--- src/rtl/debounce_pkg.sv ---
// Shared state encoding and default tuning for the push-button debouncer.
package debounce_pkg;

  typedef enum logic [1:0] {S_LOW, S_WAIT_H, S_HIGH, S_WAIT_L} db_state_t;

  localparam int DB_SYNC_STAGES  = 2;
  localparam int DB_STABLE_COUNT = 50000;

endpackage

--- src/rtl/sync_chain.sv ---
// Falling-edge shift chain bringing an asynchronous 1-bit pin into the clk domain.
module sync_chain #(
  parameter int STAGES = 2
) (
  input  logic clk,
  input  logic rst,
  input  logic d,
  output logic q
);

  logic [STAGES-1:0] chain_reg;

  always_ff @(negedge clk) begin
    if (rst) chain_reg <= '0;
    else     chain_reg <= {chain_reg[STAGES-2:0], d};
  end

  assign q = chain_reg[STAGES-1];

endmodule

--- src/rtl/button_debouncer.sv ---
// Debounces a raw button pin: synchroniser, qualification FSM with sample counter,
// and registered level / rise / fall / busy outputs, all on the falling clock edge.
module button_debouncer
  import debounce_pkg::*;
#(
  parameter int SYNC_STAGES  = DB_SYNC_STAGES,
  parameter int STABLE_COUNT = DB_STABLE_COUNT
) (
  input  logic clk,
  input  logic rst,
  input  logic btn_in,
  output logic btn_level,
  output logic btn_rise,
  output logic btn_fall,
  output logic btn_busy
);

  localparam int CNT_W = $clog2(STABLE_COUNT + 1);
  localparam logic [CNT_W-1:0] CNT_LAST = CNT_W'(STABLE_COUNT - 1);
  localparam logic [CNT_W-1:0] CNT_ONE  = CNT_W'(1);

  if (SYNC_STAGES < 2 || STABLE_COUNT < 2) begin : g_param_check
    $error("button_debouncer: SYNC_STAGES and STABLE_COUNT must both be >= 2");
  end

  logic             s_in;
  db_state_t        state_reg, state_next;
  logic [CNT_W-1:0] cnt_reg, cnt_next;
  logic             level_reg, level_next;
  logic             rise_reg, rise_next;
  logic             fall_reg, fall_next;
  logic             busy_reg, busy_next;

  sync_chain #(.STAGES(SYNC_STAGES)) u_sync (
    .clk (clk),
    .rst (rst),
    .d   (btn_in),
    .q   (s_in)
  );

  always_ff @(negedge clk) begin
    if (rst) begin
      state_reg <= S_LOW;
      cnt_reg   <= '0;
      level_reg <= 1'b0;
      rise_reg  <= 1'b0;
      fall_reg  <= 1'b0;
      busy_reg  <= 1'b0;
    end else begin
      state_reg <= state_next;
      cnt_reg   <= cnt_next;
      level_reg <= level_next;
      rise_reg  <= rise_next;
      fall_reg  <= fall_next;
      busy_reg  <= busy_next;
    end
  end

  // The WAIT count holds samples already seen; the edge taking the last one commits.
  always_comb begin
    state_next = state_reg;
    cnt_next   = cnt_reg;
    level_next = level_reg;
    rise_next  = 1'b0;
    fall_next  = 1'b0;
    unique case (state_reg)
      S_LOW: begin
        if (s_in) begin
          cnt_next   = CNT_ONE;
          state_next = S_WAIT_H;
        end
      end
      S_WAIT_H: begin
        if (!s_in) begin
          cnt_next   = '0;
          state_next = S_LOW;
        end else if (cnt_reg == CNT_LAST) begin
          cnt_next   = '0;
          state_next = S_HIGH;
          level_next = 1'b1;
          rise_next  = 1'b1;
        end else begin
          cnt_next = cnt_reg + CNT_ONE;
        end
      end
      S_HIGH: begin
        if (!s_in) begin
          cnt_next   = CNT_ONE;
          state_next = S_WAIT_L;
        end
      end
      S_WAIT_L: begin
        if (s_in) begin
          cnt_next   = '0;
          state_next = S_HIGH;
        end else if (cnt_reg == CNT_LAST) begin
          cnt_next   = '0;
          state_next = S_LOW;
          level_next = 1'b0;
          fall_next  = 1'b1;
        end else begin
          cnt_next = cnt_reg + CNT_ONE;
        end
      end
      default: begin
        cnt_next   = '0;
        state_next = S_LOW;
        level_next = 1'b0;
      end
    endcase
    busy_next = (state_next == S_WAIT_H) || (state_next == S_WAIT_L);
  end

  assign btn_level = level_reg;
  assign btn_rise  = rise_reg;
  assign btn_fall  = fall_reg;
  assign btn_busy  = busy_reg;

endmodule

--- config.mk ---
export PLATFORM = sky130hd
export DESIGN_NAME = button_debouncer
export DESIGN_NICKNAME = d
export VERILOG_FILES = /design/src/rtl/debounce_pkg.sv /design/src/rtl/sync_chain.sv /design/src/rtl/button_debouncer.sv
export SDC_FILE = /design/constraint.sdc
export NUM_CORES = 1
export LEC_CHECK = 0
export ABC_AREA = 1
export BUFFER_PORTS_ARGS = -buffer_cell sky130_fd_sc_hd__buf_2
export CAP_MARGIN = 20
export CORE_MARGIN = 8
export CORE_UTILIZATION = 63
export CTS_BUF_LIST = sky130_fd_sc_hd__clkbuf_16
export DETAILED_ROUTE_END_ITERATION = 8
export GPL_TIMING_DRIVEN = 0
export PLACE_DENSITY = 0.89
export SETUP_SLACK_MARGIN = 0.05
export SYNTH_ARGS = -nofsm -noshare
export SYNTH_HDL_FRONTEND = slang
export SYNTH_SLANG_ARGS = --single-unit
--- constraint.sdc ---
create_clock -name clk -period 2.25 [get_ports clk]
set_clock_uncertainty 0.05 [all_clocks]
set_input_delay 0.225 -clock clk [delete_from_list [all_inputs] [get_ports clk]]
set_output_delay 0.225 -clock clk [all_outputs]
set_load 0.1 [all_outputs]
==> results.sh <==
export IMPL_dr_pass1_iters=8
export IMPL_worst_ep_arrival_time_ps=2010
export IMPL_synthCells=196
export IMPL_slowest_delay_ps=350
export IMPL_cts_tree="built"
export IMPL_synth_area_um2=1250
export IMPL_route_detailed_drc=1
export IMPL_hold_violations=0
export IMPL_multiInputGateArea_um2=643
export IMPL_wl_per_cell_um=14.3
export IMPL_ys_types=23
export IMPL_viasPerCell=5.62
export IMPL_totalPowerFinal_mw=1.04
export IMPL_violations="DRC, setup timing"
export IMPL_r2r_slack_ps=290
export IMPL_hold_class="reg2reg"
export IMPL_layout_common_cells="inv_1, nand2_1, nor2_1"
export IMPL_dp_worst_setup_slack_ps=60.8
export IMPL_die_area_um2=3660
export IMPL_vias=1438
export IMPL_std_cell_rows=16
export IMPL_cts_root_buf="clkbuf_16"
export IMPL_antenna_found_initial=0
export IMPL_worst_slew_margin_rel=0.796
export IMPL_setup_viol=4
export IMPL_peakVddDrop_mv=0.584
export IMPL_critical_path_top_delay_family="flip-flops"
export IMPL_gp_congestion=0.936
export IMPL_timing_final_max_slew_violations=0
export IMPL_reg2reg_to="cnt_reg[14]$_SDFFE_NP0P_"
export IMPL_numCtsBuffers=3
export IMPL_p_leak_nw=0.744
export IMPL_grt_overflow=0
export IMPL_crit_path_cell_trace="buf_12"
export IMPL_reg2reg_depth=8
export IMPL_grt_max_degree=15
export IMPL_dpl_cell_area_um2=1320
export IMPL_worstSetupPathType="reg2out"
export IMPL_clk_latency_ps=360
export IMPL_die_y_um=60.5
export IMPL_p_per_area_nw_per_um2=669
export IMPL_fin_ws_ps=-32.7
export IMPL_required_ps=1980
export IMPL_syn_area_per_cell_um2=6.36
export IMPL_initial_core_util=0.648
export IMPL_critPathSlowestCell="dfxtp_2"
export IMPL_register_area_um2=468
export IMPL_io_pins=7
export IMPL_clk_pin_slew_ps=60
export IMPL_n_fill_cell=120
export IMPL_worst_path_max_fanout=2
export IMPL_htreeDepth=1
export IMPL_hold_depth=2
export IMPL_start_kind="flop"
export IMPL_num_antenna_cells=0
export IMPL_hpwlAfterDp_um=1810
export IMPL_largest_reg_flops=16
export IMPL_drtAntennaViolNets=0
export IMPL_rsz0062_at_grt="yes"
export IMPL_ys_warn_count=0
export IMPL_finalInstanceArea_um2=1550
export IMPL_drt_wl_total_um=3670
export IMPL_area_growth_pct=24.5
export IMPL_synth_seq_cells=23
export IMPL_endpoint="btn_level"
export IMPL_syn_num_nets=200
export IMPL_drt_iter0_markers=118
export IMPL_layout_drive_gt1_share=0.118
export IMPL_die_w_um=60.5
export IMPL_ys_seq_area_frac=0.369
export IMPL_status="finished, violations left"
export IMPL_grt_pass1_vias=1454
export IMPL_drv_cap=0
export IMPL_cp_buffers_inverters=1
export IMPL_hold_buffers=0
export IMPL_tightestPinTransition_ps=306
export IMPL_grt_pass1_wl_um=6140
export IMPL_worst_path_stages=1
export IMPL_reg2reg_from="cnt_reg[0]$_SDFFE_NP0P_"
export IMPL_cts_sinks=23
export IMPL_clock_tree_buffer_depth=2
export IMPL_end_kind="output port"
export IMPL_core_um2=1920
export IMPL_grt_use_total=0.222
export IMPL_cp_startpoint="btn_level$_SDFFE_NP0P_"
export IMPL_fin_nets=234
export IMPL_port_buffers=6
[report_power, final]
group / switching, mW / total (mW) / internal (mW)
Sequential: 0.00280 / 0.415 / 0.413
Clock: 0.285 / 0.583 / 0.298
Combinational: 0.0264 / 0.0389 / 0.0126
[area by class of cell]
cell class,instances,area share
tap,27,0.0218
sequential,23,0.302
clock buffer,3,0.0484
clock inverter,24,0.0613
buffer,2,0.0121
timing repair buffer,7,0.0629
multi-input combinational,138,0.415
inverter,32,0.0774
[worst min path at each step]
stage | from | endpoint | slack [ps]
floorplan | u_sync.chain_reg[0]$_SDFF_NP0_ | u_sync.chain_reg[1]$_SDFF_NP0_ | 340
global placement | u_sync.chain_reg[0]$_SDFF_NP0_ | u_sync.chain_reg[1]$_SDFF_NP0_ | 340
detailed placement | u_sync.chain_reg[0]$_SDFF_NP0_ | u_sync.chain_reg[1]$_SDFF_NP0_ | 350
CTS | u_sync.chain_reg[0]$_SDFF_NP0_ | u_sync.chain_reg[1]$_SDFF_NP0_ | 360
global route | u_sync.chain_reg[0]$_SDFF_NP0_ | u_sync.chain_reg[1]$_SDFF_NP0_ | 390
finish | u_sync.chain_reg[0]$_SDFF_NP0_ | u_sync.chain_reg[1]$_SDFF_NP0_ | 370
[kinds of logic after synthesis]
logic type      count (synthesis)  synth area share
fa+ha+maj                       1            0.0100
flops                          23             0.369
buf+inv                        35             0.114
xor+xnor                        7            0.0492
compound gates                  7            0.0321
simple gates                  123             0.425
[cell usage after synthesis]
cell type / number / area share
dfxtp_1: 23 / 0.37
or2_2: 1 / 0.0050
nand3_1: 18 / 0.072
buf_4: 1 / 0.0060
nor2_1: 37 / 0.11
nor2_2: 3 / 0.015
nand2_2: 2 / 0.010
o31ai_1: 1 / 0.0060
nand3_2: 1 / 0.0080
nand4_1: 4 / 0.020
nand2_1: 53 / 0.16
xor2_1: 6 / 0.042
xnor2_1: 1 / 0.0070
buf_6: 1 / 0.0090
nor3_1: 2 / 0.0080
o21bai_1: 1 / 0.0060
ha_1: 1 / 0.010
inv_2: 2 / 0.0060
a21oi_1: 3 / 0.012
nand3b_1: 1 / 0.0060
o21ai_0: 2 / 0.0080
nor2_4: 1 / 0.0090
inv_1: 31 / 0.093
[per-layer routing]
metal  GRT usage  vias up  routed length [um]
met5           0        -                   0
met4       0.153        0                 131
met3      0.0763       21                 448
met2       0.369      131                1760
met1       0.231      623                1320
li1            -      663                   -
[timing repair]
action,CTS,global route
setup buffers,1,0
setup endpoints to repair,4,4
resized for setup,17,0
[stage by stage]
stage	cells	TNS [ps]	hold slack, ps	util
after floorplan	196	0	338	-
after global placement	229	0	344	0.684
after detailed placement	229	0	348	0.684
after CTS	256	-32.7	357	0.807
after global routing	256	-162	386	0.807
final	256	-72.4	375	0.807
No activity file was read; power rests on OpenSTA's default activity.
